==> config.mk <==
export PLATFORM = sky130hd
export DESIGN_NAME = multdiv_sequencer
export DESIGN_NICKNAME = d
export VERILOG_FILES = /design/src/rtl/multdiv_sequencer.sv
export SDC_FILE = /design/constraint.sdc
export NUM_CORES = 1
export LEC_CHECK = 0
export CORE_ASPECT_RATIO = 1.25
export CORE_MARGIN = 4
export CORE_UTILIZATION = 65
export CTS_BUF_LIST = sky130_fd_sc_hd__clkbuf_4 sky130_fd_sc_hd__clkbuf_8
export DETAILED_ROUTE_END_ITERATION = 6
export HOLD_SLACK_MARGIN = 0.05
export PLACE_DENSITY = 0.91
export RECOVER_POWER = 25
export REMOVE_ABC_BUFFERS = 1
export SLEW_MARGIN = 25
export SYNTH_ARGS = -nofsm -noshare
export SYNTH_HDL_FRONTEND = slang
export SYNTH_SLANG_ARGS = --single-unit
==> constraint.sdc <==
create_clock -name clock -period 11.26 [get_ports clock]
set_input_delay 1.126 -clock clock [delete_from_list [all_inputs] [get_ports clock]]
set_output_delay 1.126 -clock clock [all_outputs]
set_load 0.005 [all_outputs]
==> src/rtl/multdiv_sequencer.sv <==
// multdiv_sequencer: multi-cycle signed multiply / divide controller.
// Sign-magnitude front end. Multiply uses WIDTH_B shift-add steps. Divide uses
// WIDTH_A restoring steps. The sign is applied in the DONE cycle, which also
// emits a one-cycle ready pulse.
// Optional build macro: MULTDIV_EARLY_TERM_EN. When it is defined, a multiply
// finishes as soon as the remaining multiplier bits are all zero.
module multdiv_sequencer #(
    parameter int WIDTH_A = 32,
    parameter int WIDTH_B = 16
) (
    input  logic               clock,
    input  logic               reset,
    input  logic               ctrl_MULT,
    input  logic               ctrl_DIV,
    input  logic [WIDTH_A-1:0] data_operandA,
    input  logic [WIDTH_B-1:0] data_operandB,
    output logic [WIDTH_A-1:0] data_result,
    output logic               data_exception,
    output logic               data_resultRDY,
    output logic               busy
);

    localparam int PW = WIDTH_A + WIDTH_B;
    localparam int CW = $clog2(WIDTH_A + 1);
    localparam logic [CW-1:0]      CNT_ONE  = {{(CW-1){1'b0}}, 1'b1};
    localparam logic [CW-1:0]      CNT_MULT = CW'(WIDTH_B);
    localparam logic [CW-1:0]      CNT_DIV  = CW'(WIDTH_A);
    localparam logic [WIDTH_A-1:0] ONE_A    = {{(WIDTH_A-1){1'b0}}, 1'b1};
    localparam logic [WIDTH_B-1:0] ONE_B    = {{(WIDTH_B-1){1'b0}}, 1'b1};
    // 2^(WIDTH_A-1): the largest magnitude a negative result may have
    localparam logic [PW-1:0]      MAG_LIM  = {{WIDTH_B{1'b0}}, 1'b1, {(WIDTH_A-1){1'b0}}};

    typedef enum logic [1:0] {ST_IDLE, ST_MULT, ST_DIV, ST_DONE} state_e;

    function automatic logic [WIDTH_A-1:0] abs_a(input logic [WIDTH_A-1:0] x);
        return x[WIDTH_A-1] ? (~x + ONE_A) : x;
    endfunction

    function automatic logic [WIDTH_B-1:0] abs_b(input logic [WIDTH_B-1:0] x);
        return x[WIDTH_B-1] ? (~x + ONE_B) : x;
    endfunction

    state_e             state_q;
    logic [CW-1:0]      cnt_q;
    logic               sign_q;
    logic               is_mult_q;
    logic               exc_pend_q;
    logic [PW-1:0]      acc_q;
    logic [PW-1:0]      mcand_q;
    logic [WIDTH_B-1:0] mplier_q;
    logic [WIDTH_A-1:0] dvd_q;      // dividend shifts out at the top, quotient shifts in at the bottom
    logic [WIDTH_B-1:0] divisor_q;
    logic [WIDTH_B-1:0] rem_q;
    logic [WIDTH_A-1:0] result_q;
    logic               exc_q;
    logic               rdy_q;
    logic               busy_q;

    logic               start_s;
    logic               illegal_s;
    logic [WIDTH_A-1:0] abs_a_s;
    logic [WIDTH_B-1:0] abs_b_s;
    logic [WIDTH_B:0]   rem_sh_s;
    logic [WIDTH_B:0]   rem_diff_s;
    logic               q_bit_s;
    logic [WIDTH_B-1:0] rem_nxt_s;
    logic               mult_last_s;
    logic [PW-1:0]      mag_s;
    logic               ovf_s;
    logic               done_exc_s;
    logic [WIDTH_A-1:0] done_res_s;

    // Datapath helpers: start decode, restoring-divide step, final sign and range check
    always_comb begin
        start_s    = ctrl_MULT ^ ctrl_DIV;
        illegal_s  = ctrl_MULT & ctrl_DIV;
        abs_a_s    = abs_a(data_operandA);
        abs_b_s    = abs_b(data_operandB);
        rem_sh_s   = {rem_q, dvd_q[WIDTH_A-1]};
        rem_diff_s = rem_sh_s - {1'b0, divisor_q};
        // The remainder stays below the divisor, so the top bit of the difference is a clean borrow.
        q_bit_s    = ~rem_diff_s[WIDTH_B];
        if (q_bit_s) begin
            rem_nxt_s = rem_diff_s[WIDTH_B-1:0];
        end else begin
            rem_nxt_s = rem_sh_s[WIDTH_B-1:0];
        end
`ifdef MULTDIV_EARLY_TERM_EN
        mult_last_s = (mplier_q[WIDTH_B-1:1] == {(WIDTH_B-1){1'b0}}) || (cnt_q == CNT_ONE);
`else
        mult_last_s = (cnt_q == CNT_ONE);
`endif
        if (is_mult_q) begin
            mag_s = acc_q;
        end else begin
            mag_s = {{WIDTH_B{1'b0}}, dvd_q};
        end
        if (sign_q) begin
            ovf_s = (mag_s > MAG_LIM);
        end else begin
            ovf_s = (mag_s >= MAG_LIM);
        end
        done_exc_s = exc_pend_q | ovf_s;
        if (done_exc_s) begin
            done_res_s = {WIDTH_A{1'b0}};
        end else if (sign_q) begin
            done_res_s = ~mag_s[WIDTH_A-1:0] + ONE_A;
        end else begin
            done_res_s = mag_s[WIDTH_A-1:0];
        end
    end

    // Sequencer FSM: iterate, publish in DONE, and let any start (re)load the operands
    always_ff @(posedge clock or negedge reset) begin
        if (!reset) begin
            state_q    <= ST_IDLE;
            cnt_q      <= {CW{1'b0}};
            sign_q     <= 1'b0;
            is_mult_q  <= 1'b0;
            exc_pend_q <= 1'b0;
            acc_q      <= {PW{1'b0}};
            mcand_q    <= {PW{1'b0}};
            mplier_q   <= {WIDTH_B{1'b0}};
            dvd_q      <= {WIDTH_A{1'b0}};
            divisor_q  <= {WIDTH_B{1'b0}};
            rem_q      <= {WIDTH_B{1'b0}};
            result_q   <= {WIDTH_A{1'b0}};
            exc_q      <= 1'b0;
            rdy_q      <= 1'b0;
            busy_q     <= 1'b0;
        end else begin
            rdy_q <= 1'b0;
            case (state_q)
                ST_MULT: begin
                    if (mplier_q[0]) begin
                        acc_q <= acc_q + mcand_q;
                    end
                    mcand_q  <= mcand_q << 1;
                    mplier_q <= mplier_q >> 1;
                    cnt_q    <= cnt_q - CNT_ONE;
                    if (mult_last_s) begin
                        state_q <= ST_DONE;
                    end
                end
                ST_DIV: begin
                    rem_q <= rem_nxt_s;
                    dvd_q <= {dvd_q[WIDTH_A-2:0], q_bit_s};
                    cnt_q <= cnt_q - CNT_ONE;
                    if (cnt_q == CNT_ONE) begin
                        state_q <= ST_DONE;
                    end
                end
                ST_DONE: begin
                    result_q <= done_res_s;
                    exc_q    <= done_exc_s;
                    rdy_q    <= 1'b1;
                    busy_q   <= 1'b0;
                    state_q  <= ST_IDLE;
                end
                default: begin
                    state_q <= ST_IDLE;
                end
            endcase

            // A start in any state wins over the step above; in-flight work is abandoned.
            if (illegal_s) begin
                exc_pend_q <= 1'b1;
                busy_q     <= 1'b1;
                state_q    <= ST_DONE;
            end else if (start_s) begin
                sign_q     <= data_operandA[WIDTH_A-1] ^ data_operandB[WIDTH_B-1];
                is_mult_q  <= ctrl_MULT;
                exc_pend_q <= 1'b0;
                acc_q      <= {PW{1'b0}};
                mcand_q    <= {{WIDTH_B{1'b0}}, abs_a_s};
                mplier_q   <= abs_b_s;
                dvd_q      <= abs_a_s;
                divisor_q  <= abs_b_s;
                rem_q      <= {WIDTH_B{1'b0}};
                busy_q     <= 1'b1;
                if (ctrl_MULT) begin
                    cnt_q   <= CNT_MULT;
                    state_q <= ST_MULT;
                end else if (abs_b_s == {WIDTH_B{1'b0}}) begin
                    cnt_q      <= CNT_DIV;
                    exc_pend_q <= 1'b1;
                    state_q    <= ST_DONE;
                end else begin
                    cnt_q   <= CNT_DIV;
                    state_q <= ST_DIV;
                end
            end
        end
    end

    assign data_result    = result_q;
    assign data_exception = exc_q;
    assign data_resultRDY = rdy_q;
    assign busy           = busy_q;

endmodule

==> results of run 1 <==
cell families (layout without fill, tap and decap cells):
family,after synthesis,after routing,synth area share
XOR/XNOR,125,125,0.07486
AO/OA/AOI/OAI,485,485,0.2056
flip-flops,222,222,0.3735
buffers and inverters,164,248,0.04475
adder cells (fa/ha/maj),75,75,0.06409
multiplexers,138,138,0.09446
AND/OR/NAND/NOR,456,456,0.1428
registers in the layout, summed over array words and instances, names as in the netlist:
name and cells:
acc_q 48, busy 1, cnt_q 6, data_exception 1, data_result 32, data_resultRDY 1, divisor_q 16, dvd_q 32
exc_pend_q 1, is_mult_q 1, mcand_q 48, mplier_q 16, rem_q 16, sign_q 1, state_q 2
layout by cell type, fill, tap and decap left out, types with 33 or more instances in the layout:
cell             instances
mux2i_1                128
clkdlybuf4s50_1         85
inv_1                   80
nand2_1                168
a21o_1                  34
xor2_1                  39
nor3_1                  33
nor2_1                 125
xnor2_1                 85
dfrtp_1                221
a21oi_1                211
ha_1                    71
clkbuf_8                49
o21ai_0                 83
where the power goes:
group / switching [uW] / leakage [uW] / internal, uW
sequential: 210 / 0.00276 / 1020
combinational: 1000 / 0.00418 / 795
clock: 333 / 0.000448 / 475
final cells by class:
class	count	area share
clock buffers	61	0.04573
multi-input cells	1279	0.5199
flip-flops and latches	222	0.3324
repair buffers	101	0.05785
inverters	80	0.01796
clock inverters	6	0.004940
well taps	283	0.02118
path summary, 6_finish.rpt:
path / to / slack, ns / depth (start not counted)
min in group asynchronous: data_exception / 1.97 / 1
max in group clock: data_result[20] / 7.23 / 12
max reg2reg: data_result[20] / 7.23 / 12
min: data_exception / 0.48 / 1
max: mcand_q[35] / 6.83 / 2
min reg2reg: data_exception / 0.48 / 1
through the flow:
| stage | setup WS (ns) | power [uW] | utilization | hold slack (ns) | std cells |
|---|---|---|---|---|---|
| CTS | 7.328 | 3816 | 0.7483 | 0.4847 | 2032 |
| global route | 6.024 | 4073 | 0.7476 | 0.5259 | 2032 |
| global placement | 7.340 | 2893 | 0.7103 | 0.4606 | 1965 |
| finish | 6.828 | 3834 | 0.7476 | 0.4769 | 2032 |
| floorplan | 5.078 | 2468 | - | 0.4503 | 1581 |
| detailed placement | 7.146 | 2976 | 0.7105 | 0.4710 | 1965 |
layer usage:
layer | GRT usage | vias to the layer above | share of wire
met5 | 0 | - | 0
met4 | 0.1452 | 0 | 0.043
met3 | 0.05027 | 147 | 0.067
met2 | 0.5282 | 540 | 0.50
met1 | 0.3885 | 6291 | 0.40
li1 | - | 6032 | -
==> flow_metrics.py, run 1 <==
metrics = {
    "outcome": {
        "status": "finished, violations left",
        "violations": "capacitance limit, slew limit",
    },
    "placement": {
        "place_congestion": 0.9361,
        "dpl_cell_area_um2": 15890,
        "post-dp-hpwl_mm": 26.59,
        "port_buffers": 86,
    },
    "critical_path": {
        "cp-start-kind": "input pin",
        "cp_top_family": "buffers and inverters",
        "cp_cell_sequence": "clkbuf_1 > buf_4",
        "r2r-start": "is_mult_q",
        "worstPathArrival_ns": 4.98,
        "critPathMaxFanout": 73,
        "end_kind": "asynchronous set/reset pin",
        "worst_ep_required_time_ns": 11.80,
        "critPathKind": "in -> async",
        "cp_slowest_cell": "clkbuf_1",
        "cpPeakStageDelay_ns": 2.75,
        "crit_path_start": "reset",
        "critPathBufInv": 2,
    },
    "clock_tree": {
        "cts_resized": 0,
        "clock_path_buffers": 3,
        "insertion_delay_ns": 0.54,
        "htreeDepth": 2,
        "cts_setup_buffers": 0,
        "cts_sinks": 222,
        "cts_tree": "built",
        "hold_buffers": 0,
        "cts_made_buffers": 38,
        "clk_pin_slew_ns": 0.06,
        "root_buffer": "clkbuf_8",
    },
    "logic_synthesis": {
        "synth_top_area_cell": "dfrtp_1",
        "ys_seq_elements": 222,
        "synthTopCellsByArea": "dfrtp_1, mux2i_1, a21oi_1",
        "synthCells": 1665,
        "synth_top_area_frac": 0.3735,
        "yosys_warnings": 0,
        "synth.distinct_cells": 71,
        "seq_area_frac_synth": 0.3735,
        "syn-mean-instance-area_um2": 8.934,
        "yosysMostFrequentCell": "dfrtp_1",
        "synth-edff-count": 0,
        "synthArstFlopShare": 1.000,
        "yosys-top-cells-count": "dfrtp_1, a21oi_1, nand2_1",
        "synth-main-ff-cell": "dfrtp_1",
        "syn-cell-area_um2": 14880,
    },
    "routing": {
        "drt_wl_total_mm": 39.22,
        "drc": 0,
        "wl_per_cell_um": 19.30,
        "drt_iter0_markers": 1082,
        "vias_per_cell": 6.403,
        "postRouteAntennaNets": 0,
        "dr.pass1.iters": 5,
        "vias": 13010,
    },
    "sta": {
        "maxSlewViolCount": 111,
        "fin_crit_ns": 4.432,
        "period_share": 0.3936,
        "fin_skew_ns": 0.02311,
        "worst_pin_slew_ns": 3.992,
        "rsz0062_at_grt": "false",
        "max_freq_mhz": 225.6,
        "finalHoldViolCount": 0,
        "fin_tns_setup_ns": 0,
        "setup_viol": 0,
        "relSlewSlack": -1.661,
    },
    "die": {
        "die_h_um": 177.1,
        "rows": 61,
        "dieArea_um2": 25390,
        "start_util": 0.6652,
        "dieWidth_um": 143.3,
        "coreArea_um2": 22360,
        "num_io_pins": 87,
    },
    "global_routing": {
        "overflow": 0,
        "grt_pass1_wl_mm": 64.38,
        "antenna_found_initial": 0,
        "grt_max_degree": 95,
        "grt_pass1_vias": 13220,
        "grt_usage": 0.3113,
    },
    "worst_hold_path": {
        "min_from": "data_exception",
        "hp-class": "reg -> reg",
    },
    "cells_and_area": {
        "multiInputGateArea_um2": 8692,
        "area_delta_synth_final_pct": 12.38,
        "register_area_um2": 5557,
        "fillCellCount": 1526,
        "final_nets": 1849,
        "drive_gt1_frac": 0.08176,
        "stdcell_area_um2": 16720,
        "antenna-diode-count": 0,
    },
    "power": {
        "peakVddDrop_uv": 226.6,
        "leakagePower_uw": 0.007390,
        "power_density_nw_per_um2": 229.3,
    },
    "run": {
        "maxCapViolCount": 2,
    },
}
Power figures use the tool's default switching activity.
==> run 2: changes to the inputs <==
Settings changed: CORE_UTILIZATION 65 to 63, PLACE_DENSITY 0.91 to 0.89.
Clock period 11.26 ns to 4.3 ns, I/O delays scaled along.
==> run 2 against run 1 <==
The flow still finishes with violations (capacitance limit, slew limit). Die area is 3.0% higher. Cell area is 0.32% higher. Clock skew is 0.013 ns higher. Hold slack better by 0.0017 ns. Critical path depth is 10 higher. Via count is 0.49% lower. Largest cell class unchanged. Wire length is 2.7% lower.
==> flow_metrics.py, run 2 (same netlist as run 1, synthesis figures left out) <==
metrics = {
    "outcome": {
        "status": "finished, violations left",
        "violations": "capacitance limit, slew limit",
    },
    "global_routing": {
        "grt_usage": 0.2835,
        "antenna_found_initial": 0,
        "grt_pass1_vias": 12830,
        "overflow": 0,
        "grt_max_degree": 122,
        "grt_pass1_wl_mm": 62.78,
    },
    "sta": {
        "fin_crit_ns": 3.801,
        "rsz0062_at_grt": "false",
        "worst_pin_slew_ns": 3.083,
        "finalHoldViolCount": 0,
        "fin_skew_ns": 0.03605,
        "relSlewSlack": -1.055,
        "max_freq_mhz": 263.1,
        "maxSlewViolCount": 158,
        "period_share": 0.8839,
        "setup_viol": 0,
        "setup_ws_ns": 0.4992,
    },
    "critical_path": {
        "cp_cell_sequence": "mux2i_4 > ha_1 > o21ai_1 > or2_1 > nor4_2 > o21ai_1 > nor3_2 > nand4_1 > nor4_2 > o21ai_4 > buf_12 > o22ai_1",
        "critPathBufInv": 1,
        "cp_top_family": "simple AND/OR/NAND/NOR gates",
        "r2r_setup_slack_ns": 0.50,
        "worst_ep_required_time_ns": 4.71,
        "cp-start-kind": "register",
        "critPathKind": "reg -> reg",
        "worstPathArrival_ns": 4.21,
        "cpPeakStageDelay_ns": 0.49,
        "cp_slowest_cell": "dfrtp_2",
        "critPathMaxFanout": 23,
        "end_kind": "register",
    },
    "cells_and_area": {
        "reg_top3": "acc_q (48), mcand_q (48)",
        "area_delta_synth_final_pct": 12.74,
        "fillCellCount": 1661,
        "drive_gt1_frac": 0.08343,
        "antenna-diode-count": 0,
        "layout_common_cells": "dfrtp_1, a21oi_1, nand2_1",
        "layout_commonest_cell": "dfrtp_1",
        "final_nets": 1852,
    },
    "power": {
        "leakagePower_uw": 0.007407,
        "power_density_nw_per_um2": 593.1,
        "power_uw": 9947,
        "switchingPower_uw": 3988,
        "internal-power_uw": 5959,
        "p_clk_frac": 0.206,
        "peakVddDrop_uv": 308.8,
        "p_comb_frac": 0.473,
        "pwr-share-seq": 0.320,
        "p_sw_frac": 0.4009,
    },
    "die": {
        "coreArea_um2": 23120,
        "start_util": 0.6435,
        "rows": 62,
        "die_h_um": 179.8,
        "dieArea_um2": 26150,
        "dieWidth_um": 145.4,
        "num_io_pins": 87,
    },
    "clock_tree": {
        "cts_made_buffers": 37,
        "cts_tree": "built",
        "root_buffer": "clkbuf_8",
        "clock_path_buffers": 3,
        "insertion_delay_ns": 0.55,
        "clk_pin_slew_ns": 0.06,
        "cts_sinks": 222,
        "htreeDepth": 2,
    },
    "run": {
        "maxCapViolCount": 2,
    },
    "routing": {
        "dr.pass1.iters": 7,
        "postRouteAntennaNets": 0,
        "vias": 12950,
        "drc": 0,
        "vias_per_cell": 6.352,
        "drt_wl_total_mm": 38.16,
        "wl_per_cell_um": 18.72,
        "drt_iter0_markers": 961,
    },
    "placement": {
        "post-dp-hpwl_mm": 26.61,
        "place_congestion": 0.9385,
        "port_buffers": 86,
        "dp_slack_ns": 0.5847,
    },
    "worst_hold_path": {
        "hp-class": "reg -> reg",
    },
}
-- run 2: layer usage --
layer,track usage,vias up,wire (um)
met2,0.4862,569,18750
met5,0,-,0
met1,0.3585,6203,15190
met3,0.04584,128,2852
li1,-,6046,-
met4,0.1155,0,1368
-- run 2: repair_timing --
item	in CTS	in global routing
setup buffers	0	0
hold endpoints to repair	38	0
resized for setup	0	0
hold buffers	1	0
-- run 2: layout make-up --
type / count / area, um^2 / area share
repair buffers: 105 / 1030 / 0.06140
clock inverters: 3 / 42.54 / 0.002537
flip-flops and latches: 222 / 5557 / 0.3313
inverters: 80 / 300.3 / 0.01791
clock buffers: 61 / 777.0 / 0.04633
well taps: 288 / 360.3 / 0.02149
multi-input cells: 1279 / 8705 / 0.5190
-- run 2: power by group through the flow --
stage	logic, uW	clock network (uW)	registers, uW
6_report	4710	2050	3190
5_1_grt	5140	2170	3260
4_1_cts	4660	2080	3170
3_5_place_dp	4590	0	3200
3_3_place_gp	4400	0	3170
2_1_floorplan	3370	0	3090
-- run 2: through the flow --
step / cells / setup TNS [ns] / utilization / cell area [um^2] / hold WS, ns
global route: 2038 / 0 / 0.7255 / 16770 / 0.5098
CTS: 2038 / 0 / 0.7263 / 16790 / 0.4841
global placement: 1973 / 0 / 0.6900 / 15950 / 0.4597
detailed placement: 1973 / 0 / 0.6904 / 15960 / 0.4707
finish: 2038 / 0 / 0.7255 / 16770 / 0.4786
floorplan: 1581 / -53.89 / - / 14510 / 0.1344
-- run 2: worst paths after layout --
kind	start	endpoint	cells after the start
worst max-delay path	is_mult_q	data_result[20]	12
worst min-delay path	data_exception	data_exception	1
worst max register to register	is_mult_q	data_result[20]	12
worst min register to register	data_exception	data_exception	1
max in group asynchronous	reset	is_mult_q	2
min in group asynchronous	reset	data_resultRDY	2
